===== config.mk =====
export PLATFORM = sky130hd
export DESIGN_NAME = sd_bd_queue_flat
export DESIGN_NICKNAME = d
export VERILOG_FILES = /design/src/rtl/sd_bd_queue_if.sv /design/src/rtl/sd_bd_queue.sv /design/src/flat_wrapper.sv
export SDC_FILE = /design/constraint.sdc
export NUM_CORES = 1
export LEC_CHECK = 0
export CORE_ASPECT_RATIO = 1.5
export CORE_UTILIZATION = 55
export DETAILED_ROUTE_END_ITERATION = 16
export PLACE_DENSITY = 0.82
export SLEW_MARGIN = 20
export SYNTH_ARGS = -nofsm -noshare
export SYNTH_HDL_FRONTEND = slang
export SYNTH_SLANG_ARGS = --single-unit

===== constraint.sdc =====
create_clock -name clk -period 15.3 [get_ports clk]
set_input_delay 3.825 -clock clk [delete_from_list [all_inputs] [get_ports clk]]
set_output_delay 3.825 -clock clk [all_outputs]
set_load 0.01 [all_outputs]

===== src/rtl/sd_bd_queue_if.sv =====
// Host/engine signal bundle for the SD buffer-descriptor queue.
// The master side is driven by host and engine; the slave side is the queue itself.
interface sd_bd_queue_if #(
    parameter int DW = 32,
    parameter int AW = 3
);
    logic          flush;
    logic          we_dat;
    logic          we_arg;
    logic [DW-1:0] dat_in_m;
    logic [DW-1:0] arg_in_m;
    logic [AW:0]   free_bd;
    logic [AW:0]   bd_cnt;
    logic          bd_empty;
    logic          re_s;
    logic          ack_o_s;
    logic [DW-1:0] dat_out_s;
    logic [DW-1:0] arg_out_s;
    logic          a_cmp;
    logic [2:0]    err;
    logic          err_clr;

    modport master (
        output flush, we_dat, we_arg, dat_in_m, arg_in_m, re_s, a_cmp, err_clr,
        input  free_bd, bd_cnt, bd_empty, ack_o_s, dat_out_s, arg_out_s, err
    );

    modport slave (
        input  flush, we_dat, we_arg, dat_in_m, arg_in_m, re_s, a_cmp, err_clr,
        output free_bd, bd_cnt, bd_empty, ack_o_s, dat_out_s, arg_out_s, err
    );
endinterface


===== src/rtl/sd_bd_queue.sv =====
// Buffer-descriptor queue: host commits two-word descriptors, the SD engine pops them,
// and each slot is tracked as free, queued or in-flight until the engine signals completion.
module sd_bd_queue #(
    parameter int DW = 32,
    parameter int AW = 3
) (
    input  logic           clk,
    input  logic           rst,
    sd_bd_queue_if.slave   bus
);
    localparam int          DEPTH     = 2 ** AW;
    localparam logic [AW:0] CNT_ZERO  = (AW+1)'(0);
    localparam logic [AW:0] CNT_DEPTH = (AW+1)'(DEPTH);

    logic [2*DW-1:0] ram_r [DEPTH];

    logic [AW-1:0] wr_pnt_r;
    logic [AW-1:0] rd_pnt_r;
    logic [DW-1:0] stage_r;
    logic          staged_r;
    logic [AW:0]   infl_r;
    logic [AW:0]   free_bd_r;
    logic [AW:0]   bd_cnt_r;
    logic          bd_empty_r;
    logic          a_cmp_prev_r;
    logic          ack_r;
    logic [DW-1:0] dat_out_r;
    logic [DW-1:0] arg_out_r;
    logic [2:0]    err_r;

    logic          active_s;
    logic          have_staged_s;
    logic [DW-1:0] addr_word_s;
    logic          commit_s;
    logic          ovf_s;
    logic          seq_wr_s;
    logic          pop_s;
    logic          unf_s;
    logic          rise_s;
    logic          release_s;
    logic          seq_cmp_s;
    logic          staged_nxt_s;
    logic [AW:0]   free_bd_nxt_s;
    logic [AW:0]   bd_cnt_nxt_s;
    logic [AW:0]   infl_nxt_s;
    logic [2:0]    new_err_s;
    logic [2:0]    err_nxt_s;

    // Request decode against registered counters and net-delta counter update
    always_comb begin
        active_s      = ~bus.flush;
        // A same-cycle we_dat supplies the address word directly and counts as staged
        have_staged_s = bus.we_dat | staged_r;
        addr_word_s   = bus.we_dat ? bus.dat_in_m : stage_r;

        commit_s  = active_s & bus.we_arg & have_staged_s & (free_bd_r != CNT_ZERO);
        ovf_s     = active_s & bus.we_arg & have_staged_s & (free_bd_r == CNT_ZERO);
        seq_wr_s  = active_s & bus.we_arg & ~have_staged_s;

        pop_s     = active_s & bus.re_s & (bd_cnt_r != CNT_ZERO);
        unf_s     = active_s & bus.re_s & (bd_cnt_r == CNT_ZERO);

        rise_s    = active_s & bus.a_cmp & ~a_cmp_prev_r;
        release_s = rise_s & (infl_r != CNT_ZERO);
        seq_cmp_s = rise_s & (infl_r == CNT_ZERO);

        if (bus.we_arg) begin
            staged_nxt_s = 1'b0;
        end else if (bus.we_dat) begin
            staged_nxt_s = 1'b1;
        end else begin
            staged_nxt_s = staged_r;
        end

        free_bd_nxt_s = free_bd_r + (AW+1)'(release_s) - (AW+1)'(commit_s);
        bd_cnt_nxt_s  = bd_cnt_r  + (AW+1)'(commit_s)  - (AW+1)'(pop_s);
        infl_nxt_s    = infl_r    + (AW+1)'(pop_s)     - (AW+1)'(release_s);

        new_err_s = {seq_wr_s | seq_cmp_s, unf_s, ovf_s};
        // A fresh error in the clearing cycle survives the clear
        if (bus.err_clr) begin
            err_nxt_s = new_err_s;
        end else begin
            err_nxt_s = err_r | new_err_s;
        end
    end

    // Descriptor storage; contents are intentionally left unreset
    always_ff @(posedge clk) begin
        if (commit_s) begin
            ram_r[wr_pnt_r] <= {addr_word_s, bus.arg_in_m};
        end
    end

    // Pointers, staging, counters and pop outputs; flush behaves as a synchronous reset
    always_ff @(posedge clk or posedge rst) begin
        if (rst) begin
            wr_pnt_r     <= {AW{1'b0}};
            rd_pnt_r     <= {AW{1'b0}};
            stage_r      <= {DW{1'b0}};
            staged_r     <= 1'b0;
            infl_r       <= CNT_ZERO;
            free_bd_r    <= CNT_DEPTH;
            bd_cnt_r     <= CNT_ZERO;
            bd_empty_r   <= 1'b1;
            a_cmp_prev_r <= 1'b0;
            ack_r        <= 1'b0;
            dat_out_r    <= {DW{1'b0}};
            arg_out_r    <= {DW{1'b0}};
        end else if (bus.flush) begin
            wr_pnt_r     <= {AW{1'b0}};
            rd_pnt_r     <= {AW{1'b0}};
            stage_r      <= {DW{1'b0}};
            staged_r     <= 1'b0;
            infl_r       <= CNT_ZERO;
            free_bd_r    <= CNT_DEPTH;
            bd_cnt_r     <= CNT_ZERO;
            bd_empty_r   <= 1'b1;
            a_cmp_prev_r <= 1'b0;
            ack_r        <= 1'b0;
            dat_out_r    <= {DW{1'b0}};
            arg_out_r    <= {DW{1'b0}};
        end else begin
            if (bus.we_dat) begin
                stage_r <= bus.dat_in_m;
            end
            staged_r     <= staged_nxt_s;
            a_cmp_prev_r <= bus.a_cmp;
            if (commit_s) begin
                wr_pnt_r <= wr_pnt_r + AW'(1);
            end
            ack_r <= pop_s;
            if (pop_s) begin
                rd_pnt_r  <= rd_pnt_r + AW'(1);
                dat_out_r <= ram_r[rd_pnt_r][2*DW-1:DW];
                arg_out_r <= ram_r[rd_pnt_r][DW-1:0];
            end
            infl_r     <= infl_nxt_s;
            free_bd_r  <= free_bd_nxt_s;
            bd_cnt_r   <= bd_cnt_nxt_s;
            bd_empty_r <= (bd_cnt_nxt_s == CNT_ZERO);
        end
    end

    // Sticky error bits survive flush and clear only on reset or err_clr
    always_ff @(posedge clk or posedge rst) begin
        if (rst) begin
            err_r <= 3'b000;
        end else if (bus.flush) begin
            err_r <= err_r;
        end else begin
            err_r <= err_nxt_s;
        end
    end

    assign bus.free_bd   = free_bd_r;
    assign bus.bd_cnt    = bd_cnt_r;
    assign bus.bd_empty  = bd_empty_r;
    assign bus.ack_o_s   = ack_r;
    assign bus.dat_out_s = dat_out_r;
    assign bus.arg_out_s = arg_out_r;
    assign bus.err       = err_r;
endmodule

===== src/flat_wrapper.sv =====
// flat-port wrapper written by rule: the top's interface ports become plain ports
module sd_bd_queue_flat 
#(
    parameter int DW = 32,
    parameter int AW = 3
)
  (clk, rst, bus_flush, bus_we_dat, bus_we_arg, bus_dat_in_m, bus_arg_in_m, bus_re_s, bus_a_cmp, bus_err_clr, bus_free_bd, bus_bd_cnt, bus_bd_empty, bus_ack_o_s, bus_dat_out_s, bus_arg_out_s, bus_err);
  sd_bd_queue_if #(.DW(DW), .AW(AW)) bus_i ();
  input  logic clk;
  input  logic rst;
  input wire logic [$bits(bus_i.flush)-1:0] bus_flush;
  input wire logic [$bits(bus_i.we_dat)-1:0] bus_we_dat;
  input wire logic [$bits(bus_i.we_arg)-1:0] bus_we_arg;
  input wire logic [$bits(bus_i.dat_in_m)-1:0] bus_dat_in_m;
  input wire logic [$bits(bus_i.arg_in_m)-1:0] bus_arg_in_m;
  input wire logic [$bits(bus_i.re_s)-1:0] bus_re_s;
  input wire logic [$bits(bus_i.a_cmp)-1:0] bus_a_cmp;
  input wire logic [$bits(bus_i.err_clr)-1:0] bus_err_clr;
  output wire logic [$bits(bus_i.free_bd)-1:0] bus_free_bd;
  output wire logic [$bits(bus_i.bd_cnt)-1:0] bus_bd_cnt;
  output wire logic [$bits(bus_i.bd_empty)-1:0] bus_bd_empty;
  output wire logic [$bits(bus_i.ack_o_s)-1:0] bus_ack_o_s;
  output wire logic [$bits(bus_i.dat_out_s)-1:0] bus_dat_out_s;
  output wire logic [$bits(bus_i.arg_out_s)-1:0] bus_arg_out_s;
  output wire logic [$bits(bus_i.err)-1:0] bus_err;
  assign bus_i.flush = bus_flush;
  assign bus_i.we_dat = bus_we_dat;
  assign bus_i.we_arg = bus_we_arg;
  assign bus_i.dat_in_m = bus_dat_in_m;
  assign bus_i.arg_in_m = bus_arg_in_m;
  assign bus_i.re_s = bus_re_s;
  assign bus_i.a_cmp = bus_a_cmp;
  assign bus_i.err_clr = bus_err_clr;
  assign bus_free_bd = bus_i.free_bd;
  assign bus_bd_cnt = bus_i.bd_cnt;
  assign bus_bd_empty = bus_i.bd_empty;
  assign bus_ack_o_s = bus_i.ack_o_s;
  assign bus_dat_out_s = bus_i.dat_out_s;
  assign bus_arg_out_s = bus_i.arg_out_s;
  assign bus_err = bus_i.err;
  sd_bd_queue #(.DW(DW), .AW(AW)) u_core (.clk(clk), .rst(rst), .bus(bus_i));
endmodule

[After elaboration in Yosys (flattened, before gate mapping)]
Memory sizes are Yosys's and may differ from the RTL's.
Index checks and enable logic that the tools add are counted.
Cells by class
  add/subtract/negate cells: 8
  multiplexer cells: 22
  bitwise operators: 18
  reductions and logical operators: 10
Operators by type and width (number)
  $mux W32: 6
  $logic_not A4 Y1: 4
  $mux W3: 5
  $add A4 B1 Y4: 3
  $and A1 B1 Y1: 12
  $mux W4: 3
  $reduce_bool A4 Y1: 3
  $sub A4 B1 Y4: 3
  $mux W1: 8
  $add A3 B1 Y3 const B: 2
  $reduce_bool A2 Y1: 2
  $not A1 Y1: 3
  $or A3 B3 Y3: 1
  $reduce_bool A3 Y1: 1
  $or A1 B1 Y1: 2
Storage, ports and cells
  register bits: 121
  bits in writable memories: 512
  bits of input ports: 72
  output and inout port bits: 77
  memories kept: 1
Memory list
  u_core.ram_r: depth 8, bits a word 64, read ports 1, clocked after Yosys merged registers in 0, wr ports 1, RTL line sd_bd_queue.sv:15  | logic [2*DW-1:0] ram_r [DEPTH];

[Longest topological paths before layout]
Gate-level depths: netlist of run 1.
  word-level depth: 8
  mapped depth: 13

[Least setup slack after synthesis of run 1]
No wires, ideal clock.
  path type: input to register
  start: input bus_we_dat
  end: memory u_core.ram_r[0][0] (netlist bit), enable pin
  setup time: 565 ps
  arrival: 8932 ps
  data required time: 14735 ps
  path slack: 5804 ps
  cell stages on the path: 6
  path buffers: 1
  cells stage by stage: clkbuf_1 o21ba_2 nand3_1 inv_1 nand2b_1 nor3_1
On the way
  cells in the longest elaborated chain, start to end: 5
Ends and longest elaborated chain
  from (decl): RTL line flat_wrapper.sv:12  | input wire logic [$bits(bus_i.we_dat)-1:0] bus_we_dat;
  $or A1 B1 Y1: RTL line sd_bd_queue.sv:53  | have_staged_s = bus.we_dat | staged_r;
  $and A1 B1 Y1 (2 in series): RTL line sd_bd_queue.sv:56  | commit_s = active_s & bus.we_arg & have_staged_s & (free_bd_r != CNT_ZERO);
  $mux W1: RTL line sd_bd_queue.sv:90  | if (commit_s) begin
  $mux W1 (not written as such): RTL line sd_bd_queue.sv:91  | ram_r[wr_pnt_r] <= {addr_word_s, bus.arg_in_m};
  to (decl): RTL line sd_bd_queue.sv:15
No other way between the ends.

[Worst setup path in the final report of run 1]
  start: input bus_we_dat
  end: memory u_core.ram_r[4][53] (netlist bit), enable pin
Same word-level chain as after synthesis.

==> summary.txt, run 1 <==
Timing
  – Shortest period the worst path allows: just under 7 ns
  – Fin Setup TNS: 0 ns
  – Final Skew: between 0.015 and 0.02 ns
  – Worst Setup Slack, final: 8.50 ns
  – Fmax: 147 MHz
  – Slew Limit Fails: 0
  – Worst Tran Pin Value: 1.10 ns
  – Setup violators final: 0
  – RSZ-0062 raised after global routing: false
  – Fin crit share: 44.4%
  – Slew Limit Headroom: 26.9%
  – Hold Vio Cnt, Final: 0

Yosys
  – Avg Cell Area, Syn: 18.3 um^2
  – Sequential fraction of the synthesis area: 74.7%
  – Asr flop ratio synth: 19.1%
  – Synthesized net count: roughly 1,400
  – Number of synthesized register bits: 633
  – Post-synthesis instance total: 1,344
  – EDFF count, synth: between 500 and 600
  – Cell area after synthesis: 0.0246 mm^2
  – Top-area cell type share of the netlist area: 62.4%
  – Netlist cell types: 47
  – Largest cells by area after synthesis: edfxtp_1 (62%), dfrtp_1 (12%), mux4_2 (5.4%)
  – Cell taking the most area after synthesis: edfxtp_1
  – Main synth FF type: edfxtp_1
  – Yosys warns: 0

Placement
  – Detailed placer's ending HPWL: 29,000 um
  – Place WS: 7.94 ns
  – Placed cell count: 2,013
  – Port bufs: 148
  – Gp weighted congestion: 0.777
  – Dpl cell area: 0.0265 mm^2

Critical path
  – Critical path class: input port to register
  – Worst reg2reg endpoint: u_core.bus.arg_out_s[21]
  – WP data arrival: approximately 7.0 ns
  – Worst Path Max Fanout: 35
  – Reg2Reg Depth: 5
  – Reg-to-reg slack, setup: 11.50 ns
  – CP required: 15.50 ns
  – Critical R2R Launch: u_core.rd_pnt_r[0]
  – Worst setup EP type: register
  – CP startpoint kind: input port

Drt
  – 1st-iter DRT viols: 1,158
  – DR vias/cell: 5.97
  – Initial DRT Pass Iterations: 5
  – Drt total wl: around 51,000 um
  – Vias: 12,600
  – Final ANT Viol Nets: 0
  – Routed WL per cell: 24.2 um
  – DRC: 0

Min path
  – WHS Path Cells: 2
  – WHS Endpoint: u_core.bus.arg_out_s[31]
  – Hold Path Class: register to register
  – Hold Crit Start: u_core.bus.arg_out_s[31]

Clocking
  – Clk buf depth: 3
  – Root buf cell: clkbuf_16
  – CTS resizes: 0
  – TritonCTS clock tree: built
  – Clk slew on worst S/H paths: 0.06 ns
  – CTS Sinks: 633
  – Num CTS Buffers: 53
  – Post-CTS setup buffer count: 0
  – Clk_lat worst skew: ~0.58 ns
  – CTS H-tree depth: 2
  – # hold bufs at CTS: 0

Global route
  – Grt ovf: 0
  – Largest net degree at the start of global routing: 72
  – GRT Util Overall: 22.7%
  – First-pass GRT wire length: between 70,000 and 80,000 um
  – Antenna violations before repair: 0
  – Vias in the first global route: 13,300

Run status
  – Outcome: finished, final reports clean

Power and ir drop
  – Max IR drop VDD: 0.000121 V
  – Pint: 3.12 mW
  – Logic gate share of total power: about a fifth
  – Seq pwr share: about half
  – Pleak: 9.67 nW
  – Pwr dens: ~150 mW/mm^2
  – Sw Share: roughly 25%
  – Clk pwr share: 31.6%
  – Psw: 1.06 mW
  – Total power draw: 4.18 mW

Floorplan
  – Initial Util: 56.0%
  – Die area: ~0.046 mm^2
  – Die W: roughly 170 um
  – Core area: 0.0440 mm^2
  – Cell Rows: 94
  – Ports: 149
  – Die Ht: 261 um

Final layout
  – Ratio of cells with drive above 1 in the final layout: a little under a fifth
  – Net count, final: 1,586
  – Finished Cell Area: 0.0283 mm^2
  – Ant diodes: 0
  – Non-filler instance count after layout: between 2,000 and 2,500
  – Layout area overhead: 14.8%

Job
  – Max Cap Violations: 0
-- cells in the final DEF, fill, tap and decap left out, types with 11 or more instances in the layout --
| master | netlist | final |
|---|---|---|
| o22ai_1 | 35 | 35 |
| mux4_2 | 59 | 59 |
| o211ai_1 | 28 | 28 |
| clkbuf_16 | 0 | 53 |
| nand2_1 | 107 | 106 |
| o31ai_1 | 35 | 35 |
| nor2_1 | 17 | 11 |
| edfxtp_1 | 512 | 512 |
| inv_1 | 23 | 22 |
| mux2_2 | 102 | 102 |
| ha_1 | 17 | 17 |
| clkdlybuf4s50_1 | 0 | 146 |
| nor2b_1 | 76 | 75 |
| mux2i_1 | 58 | 58 |
| clkbuf_1 | 19 | 17 |
| clkbuf_8 | 0 | 11 |
| a22oi_1 | 27 | 27 |
| dfrtp_1 | 119 | 116 |
| buf_4 | 5 | 19 |
-- Yosys cell counts (all sizes together) (2+ instances only) --
cell type / number
a21o: 3
a21oi: 6
a22oi: 28
buf: 55
clkbuf: 19
dfrtp: 119
dfstp: 2
edfxtp: 512
fa: 3
ha: 17
inv: 23
mux2: 102
mux2i: 58
mux4: 64
nand2: 107
nand2b: 6
nand3: 2
nor2: 17
nor2b: 76
nor3: 3
o211ai: 28
o21ai: 2
o22ai: 35
o31ai: 35
or3b: 2
xnor2: 6
xor2: 3
-- metal layers --
layer | vias to the layer above | GRT usage [%] | part of all wire (%)
met1 | 6526 | 26.7 | 36
met4 | 0 | 9.69 | 3.5
met5 | - | 0 | 0
li1 | 5490 | - | -
met3 | 103 | 2.87 | 5.8
met2 | 492 | 41.7 | 54
-- final cells by class --
| class | count | area, um^2 |
|---|---|---|
| Fill cell | 2904 | 15700 |
| Timing Repair Buffer | 169 | 1660 |
| Multi-Input combinational cell | 614 | 5700 |
| Sequential cell | 633 | 18400 |
| Tap cell | 576 | 721 |
| Inverter | 23 | 91.3 |
| Clock inverter | 16 | 155 |
| Clock buffer | 81 | 1540 |
-- logic make-up after synthesis --
| group | after synthesis | synth area share, % |
|---|---|---|
| adders and majority gates | 20 | 1.11 |
| buffers and inverters | 97 | 2.47 |
| AOI/OAI and AO/OA | 142 | 4.17 |
| xor gates and xnor gates | 9 | 0.320 |
| DFF | 633 | 74.7 |
| muxes | 224 | 12.9 |
| and+or+nand+nor | 219 | 4.31 |
-- state kept, by name, indices dropped and copies added, names as in the netlist --
name / cells
u_core.wr_pnt_r: 3
u_core.bus.arg_out_s: 32
u_core.ram_r: 512
u_core.rd_pnt_r: 3
u_core.bus.bd_cnt: 4
u_core.bus.bd_empty: 1
u_core.infl_r: 4
u_core.bus.ack_o_s: 1
u_core.stage_r: 32
u_core.bus.dat_out_s: 32
u_core.bus.err: 3
u_core.staged_r: 1
u_core.a_cmp_prev_r: 1
u_core.bus.free_bd: 4
-- metrics by stage --
stage / hold slack [ns] / utilization (%)
after detailed placement: 0.472 / 60.3
after CTS: 0.486 / 64.2
after global placement: 0.462 / 60.3
after global routing: 0.512 / 64.3
after floorplan: 0.512 / -
final: 0.477 / 64.3
-- worst max-delay path, stage by stage --
cell	delay [ns]
buf_2	0.72
o21ba_2	0.30
nand3_1	0.13
inv_1	0.19
nand2b_1	0.28
nor2_4	0.84
buf_4	0.62
-- power by group through the flow --
stage / clock network [mW] / registers (mW) / logic (mW)
after floorplan: 0 / 2.06 / 0.599
after global placement: 0 / 2.08 / 0.778
after detailed placement: 0 / 2.08 / 0.805
after CTS: 1.33 / 2.05 / 0.817
after global routing: 1.39 / 2.06 / 0.870
final: 1.32 / 2.05 / 0.809
-- how the worst max path moves through the flow --
stage	start	depth (start not counted)	to	slack (ns)
final	bus_we_dat	7	u_core.ram_r[4][53]	8.50
after CTS	bus_we_dat	7	u_core.ram_r[4][50]	8.53
after detailed placement	bus_we_dat	7	u_core.ram_r[6][29]	7.94
after global placement	bus_we_dat	7	u_core.ram_r[4][53]	8.04
after global routing	bus_we_dat	7	u_core.ram_r[4][42]	8.32
after floorplan	bus_we_dat	6	u_core.ram_r[0][0]	5.80
Power figures use the tool's default switching activity.
==> run 2, diff against run 1 <==
--- a/config.mk
+++ b/config.mk
@@ -6,7 +6,7 @@
 export NUM_CORES = 1
 export LEC_CHECK = 0
 export CORE_ASPECT_RATIO = 1.5
-export CORE_UTILIZATION = 55
+export CORE_UTILIZATION = 53
 export DETAILED_ROUTE_END_ITERATION = 16
 export PLACE_DENSITY = 0.82
 export SLEW_MARGIN = 20
==> constraint.sdc (replaced) <==
create_clock -name clk -period 5.9 [get_ports clk]
set_input_delay 1.475 -clock clk [delete_from_list [all_inputs] [get_ports clk]]
set_output_delay 1.475 -clock clk [all_outputs]
set_load 0.01 [all_outputs]
==> summary.txt, run 2 (synthesis results as in run 1) <==
Drt
  – Final ANT Viol Nets: 0 (unchanged)
  – Vias: 12,500 (was 12,600)
  – Drt total wl: 51,400 um (was 51,200 um)
  – DRC: 0 (unchanged)
  – Initial DRT Pass Iterations: 5 (unchanged)
  – 1st-iter DRT viols: 965 (was 1,158)
  – Routed WL per cell: 24.1 um (was 24.2 um)
  – DR vias/cell: 5.86 (was 5.97)

Placement
  – Place WS: 1.59 ns (was 7.94 ns)
  – Detailed placer's ending HPWL: 28,900 um (was 29,000 um)
  – Gp weighted congestion: 0.751 (was 0.777)
  – Port bufs: 148 (unchanged)

Global route
  – Antenna violations before repair: 2 (was 0)
  – Largest net degree at the start of global routing: 91 (was 72)
  – First-pass GRT wire length: 78,200 um (was 76,900 um)
  – GRT Util Overall: 22.2% (was 22.7%)
  – Vias in the first global route: 13,700 (was 13,300)
  – Grt ovf: 0 (unchanged)

Floorplan
  – Core area: 0.0458 mm^2 (was 0.0440 mm^2)
  – Die W: 178 um (was 175 um)
  – Initial Util: 53.8% (was 56.0%)
  – Ports: 149 (unchanged)
  – Die Ht: 266 um (was 261 um)
  – Cell Rows: 96 (was 94)
  – Die area: 0.0474 mm^2 (was 0.0457 mm^2)

Timing
  – Fmax: 272 MHz
  – Fin Setup TNS: 0 ns (unchanged)
  – Worst Tran Pin Value: 0.993 ns (was 1.10 ns)
  – Worst Setup Slack, final: 2.22 ns (was 8.50 ns)
  – Slew Limit Headroom: 33.8% (was 26.9%)
  – Setup violators final: 0 (unchanged)
  – RSZ-0062 raised after global routing: false (unchanged)
  – Shortest period the worst path allows: approximately 3.7 ns
  – Fin crit share: between 60% and 70%
  – Final Skew: 0.0217 ns (was 0.0151 ns)
  – Slew Limit Fails: 0 (unchanged)
  – Hold Vio Cnt, Final: 0 (unchanged)

Clocking
  – CTS Sinks: 633 (unchanged)
  – CTS resizes: 0 (unchanged)
  – Post-CTS setup buffer count: 0 (unchanged)
  – Clk slew on worst S/H paths: 0.06 ns (about the same)
  – Root buf cell: clkbuf_16 (unchanged)
  – Num CTS Buffers: 55 (was 53)
  – Clk_lat worst skew: 0.59 ns (was 0.58 ns)
  – Clk buf depth: 3 (unchanged)
  – # hold bufs at CTS: 0 (unchanged)
  – CTS H-tree depth: 2 (unchanged)
  – TritonCTS clock tree: built (unchanged)

Critical path
  – CP required: 6.15 ns (was 15.50 ns)
  – Critical path class: input port to register (unchanged)
  – CP startpoint kind: input port (unchanged)
  – Worst setup EP type: register (unchanged)
  – Worst Path Max Fanout: 45 (was 35)
  – WP data arrival: 3.93 ns (was 7.00 ns)

Run status
  – Outcome: finished, final reports clean (unchanged)

Final layout
  – Max reg flops: 512 (unchanged)
  – Net count, final: 1,591 (was 1,586)
  – Commonest non-fill, non-tap cell in the layout: edfxtp_1 (unchanged)
  – Layout area overhead: 16.3% (was 14.8%)
  – Fill cells: 3,015 (was 2,904)
  – Ratio of cells with drive above 1 in the final layout: 19.8% (was 18.5%)
  – Most frequent cells in the layout: edfxtp_1 (512), clkdlybuf4s50_1 (146), dfrtp_1 (116) (unchanged)
  – Biggest register: u_core.ram_r (unchanged)

Job
  – Max Cap Violations: 0 (unchanged)

Power and ir drop
  – Pwr dens: 394 mW/mm^2 (was 148 mW/mm^2)
  – Pleak: 9.80 nW (was 9.67 nW)
  – Max IR drop VDD: 0.000332 V (was 0.000121 V)
  – Total power draw: 11.3 mW (was 4.18 mW)

Min path
  – Hold Path Class: register to register (unchanged)
-- run 2: cell count changes in the layout (fill, tap and decap cells not counted), moves of 2 or more --
cell / change
clkinvlp_4: +5
clkinv_4: +7
clkbuf_8: -9
buf_12: +4
nor3_2: -2
clkbuf_1: -12
bufinv_16: +8
inv_6: +2
nor3_4: +2
clkbuf_16: +3
-- run 2: metrics by stage --
stage               util (%)  hold WS, ns  cell area [um^2]  cells
floorplan                  -        0.512             24700   1344
global placement        58.3        0.467             26700   2030
detailed placement      58.3        0.469             26700   2030
CTS                     62.6        0.485             28700   2134
global route            62.6        0.518             28700   2135
finish                  62.6        0.477             28700   2135
-- run 2: critical path, cell delays in order --
cell and delay, ns:
buf_2 0.08, buf_4 0.43, o21ba_2 0.26, nand3_1 0.13, inv_1 0.21, nand2b_1 0.29, nor2_4 0.64, buf_12 0.38
-- run 2: worst paths after layout --
path                                         startpoint                       to  slack, ns  cells past startpoint
worst max-delay path                         bus_we_dat      u_core.ram_r[4][21]       2.22                      8
worst min-delay path            u_core.bus.arg_out_s[7]  u_core.bus.arg_out_s[7]       0.48                      2
max in group asynchronous                           rst      u_core.bus.bd_empty       3.44                      3
min in group asynchronous                           rst       u_core.stage_r[14]       1.45                      2
worst max register to register     u_core.bus.bd_cnt[2]      u_core.bus.bd_empty       2.68                     12
worst min register to register  u_core.bus.arg_out_s[7]  u_core.bus.arg_out_s[7]       0.48                      2
-- run 2: cell type report --
type                            count  area [um^2]  area share, %
Tap cell                          588          736           2.57
Inverter                           23         91.3          0.319
Antenna cell                        1         2.50        0.00873
Clock buffer                       63         1450           5.05
Sequential cell                   633        18400           64.3
Multi-Input combinational cell    614         5710           19.9
Clock inverter                     41          544           1.90
Timing Repair Buffer              172         1710           5.98
-- run 2: metal layers --
layer	GRT usage, %	vias up	routed length [um]
met3	2.45	98	2200
met5	0	-	13
met1	26.2	6524	19300
met4	8.92	2	1550
li1	-	5511	-
met2	40.7	385	28300
-- run 2: power by group --
| part | switching, mW | internal, mW |
|---|---|---|
| Combinational | 1.03 | 1.08 |
| Sequential | 0.210 | 5.07 |
| Clock | 1.63 | 2.27 |
| Total | 2.87 | 8.42 |
==> run 3, diff against run 2 <==
==> constraint.sdc (replaced) <==
create_clock -name clk -period 3.2 [get_ports clk]
set_input_delay 0.8 -clock clk [delete_from_list [all_inputs] [get_ports clk]]
set_output_delay 0.8 -clock clk [all_outputs]
set_load 0.01 [all_outputs]
==> summary.txt, run 3 (synthesis results as in run 1) <==
Drt
  – Vias: 12,900 (was 12,500)
  – Routed WL per cell: 25.0 um (was 24.1 um)
  – DR vias/cell: 6.03 (was 5.86)
  – Final ANT Viol Nets: 0 (unchanged)
  – DRC: 0 (unchanged)
  – Drt total wl: 53,500 um (was 51,400 um)
  – Initial DRT Pass Iterations: 5 (unchanged)
  – 1st-iter DRT viols: 1,064 (was 965)

Critical path
  – Worst setup EP type: register (unchanged)
  – Worst Path Max Fanout: 4 (was 45)
  – Max stage delay on crit path: 0.54 ns (was 0.64 ns)
  – CP required: 3.71 ns (was 6.15 ns)
  – WP data arrival: 3.26 ns (was 3.93 ns)
  – Cell Chain, Critical Path: inv_1 -> ha_1 -> or3b_1 -> nand2_2 -> inv_1 -> ha_1 -> inv_1 -> ha_1 -> fa_1 -> nor2_1 -> a31o_2 (was buf_2 -> buf_4 -> o21ba_2 -> nand3_1 -> inv_1 -> nand2b_1 -> nor2_4 -> buf_12)
  – CP startpoint kind: register (was input port)
  – Critical path class: register to register (was input port to register)
  – CP max stage cell: fa_1 (was nor2_4)

Placement
  – Gp weighted congestion: 0.772 (was 0.751)
  – Detailed placer's ending HPWL: 29,500 um (was 28,900 um)
  – Port bufs: 148 (unchanged)

Floorplan
  – Die Ht: 266 um (unchanged)
  – Cell Rows: 96 (unchanged)
  – Die area: 0.0474 mm^2 (unchanged)
  – Ports: 149 (unchanged)
  – Core area: 0.0458 mm^2 (unchanged)
  – Initial Util: 53.8% (unchanged)
  – Die W: 178 um (unchanged)

Global route
  – Vias in the first global route: 13,800 (was 13,700)
  – Grt ovf: 0 (unchanged)
  – GRT Util Overall: 23.3% (was 22.2%)
  – Antenna violations before repair: 3 (was 2)
  – Largest net degree at the start of global routing: 88 (was 91)
  – First-pass GRT wire length: 81,300 um (was 78,200 um)

Timing
  – Setup violators final: 0 (unchanged)
  – Shortest period the worst path allows: 2.74 ns
  – Fin crit share: 85.7%
  – Worst Tran Pin Value: 0.934 ns (was 0.993 ns)
  – RSZ-0062 raised after global routing: false (unchanged)
  – Fmax: 365 MHz
  – Slew Limit Headroom: 37.6% (was 33.8%)
  – Slew Limit Fails: 0 (unchanged)
  – Hold Vio Cnt, Final: 0 (unchanged)
  – Final Skew: 0.0126 ns (was 0.0217 ns)

Clocking
  – Clk slew on worst S/H paths: 0.07 ns (was 0.06 ns)
  – Clk buf depth: 3 (unchanged)
  – TritonCTS clock tree: built (unchanged)
  – CTS resizes: 0 (unchanged)
  – Post-CTS setup buffer count: 0 (unchanged)
  – Num CTS Buffers: 53 (was 55)
  – Root buf cell: clkbuf_16 (unchanged)
  – CTS H-tree depth: 2 (unchanged)
  – Clk_lat worst skew: 0.59 ns (about the same)
  – # hold bufs at CTS: 0 (unchanged)
  – CTS Sinks: 633 (unchanged)

Final layout
  – Ratio of cells with drive above 1 in the final layout: 20.3% (was 19.8%)
  – Biggest register: u_core.ram_r (unchanged)
  – Commonest non-fill, non-tap cell in the layout: edfxtp_1 (unchanged)
  – Final core utilization: 62.8% (was 62.6%)
  – Layout area overhead: 16.6% (was 16.3%)
  – Multi-input gate area: 0.00574 mm^2 (was 0.00571 mm^2)
  – Most frequent cells in the layout: edfxtp_1 (512), clkdlybuf4s50_1 (146), dfrtp_1 (116) (unchanged)
  – Max reg flops: 512 (unchanged)
  – Fill cells: 3,017 (was 3,015)
  – Register area: 0.0184 mm^2 (unchanged)
  – Net count, final: 1,601 (was 1,591)

Job
  – Max Cap Violations: 0 (unchanged)

Power and ir drop
  – Max IR drop VDD: 0.000652 V (was 0.000332 V)
  – Pleak: 9.85 nW (was 9.80 nW)
  – Pwr dens: 711 mW/mm^2 (was 394 mW/mm^2)
  – Total power draw: 20.4 mW (was 11.3 mW)

Min path
  – Hold Path Class: register to register (unchanged)

Run status
  – Outcome: finished, final reports clean (unchanged)
[run 3: stage by stage]
stage	setup TNS, ns	hold slack [ns]	setup slack [ns]	std cells	instance area (um^2)
6_report	0	0.479	0.458	2144	28700
5_1_grt	0	0.482	0.284	2144	28700
4_1_cts	0	0.462	0.462	2142	28700
3_5_place_dp	0	0.466	0.134	2042	26900
3_3_place_gp	0	0.458	0.233	2042	26900
2_1_floorplan	-110.66	0.512	-0.246	1344	24700
[run 3: final timing paths]
check	from	end	slack, ns	depth (start not counted)
worst max-delay path	u_core.bus.bd_cnt[2]	u_core.bus.bd_empty	0.46	11
min in group asynchronous	rst	u_core.bus.free_bd[2]	0.74	3
worst min-delay path	u_core.bus.arg_out_s[3]	u_core.bus.arg_out_s[3]	0.48	2
worst min register to register	u_core.bus.arg_out_s[3]	u_core.bus.arg_out_s[3]	0.48	2
max in group asynchronous	rst	u_core.bus.arg_out_s[7]	1.99	3
worst max register to register	u_core.bus.bd_cnt[2]	u_core.bus.bd_empty	0.46	11
[run 3: area by class of cell]
type	instances	area share (%)
timing repair buffer	184	6.76
multi-input combinational	614	20.0
clock inverter	26	0.871
clock buffer	74	5.42
sequential	633	64.1
antenna	2	0.0174
tap	588	2.56
inverter	23	0.322
[run 3: metal layers]
metal / track usage [%] / share of wire, %
met5: 0 / 0.024
met4: 9.45 / 3.5
met3: 2.84 / 6.0
met2: 41.9 / 54
met1: 28.2 / 37
[run 3: critical path, delay by kind of cell (launching register included)]
kind | cells | cell delay, ns
adder cells (fa/ha/maj) | 4 | 1.23
flip-flops | 1 | 0.38
AND/OR/NAND/NOR | 3 | 0.61
AO/OA/AOI/OAI | 1 | 0.23
buffers and inverters | 3 | 0.22
[run 3: power breakdown]
group | total (mW) | switching, mW | leakage (nW) | internal, mW
logic | 4.15 | 2.06 | 2.70 | 2.10
clock network | 6.59 | 2.85 | 0.897 | 3.74
registers | 9.68 | 0.329 | 6.25 | 9.35
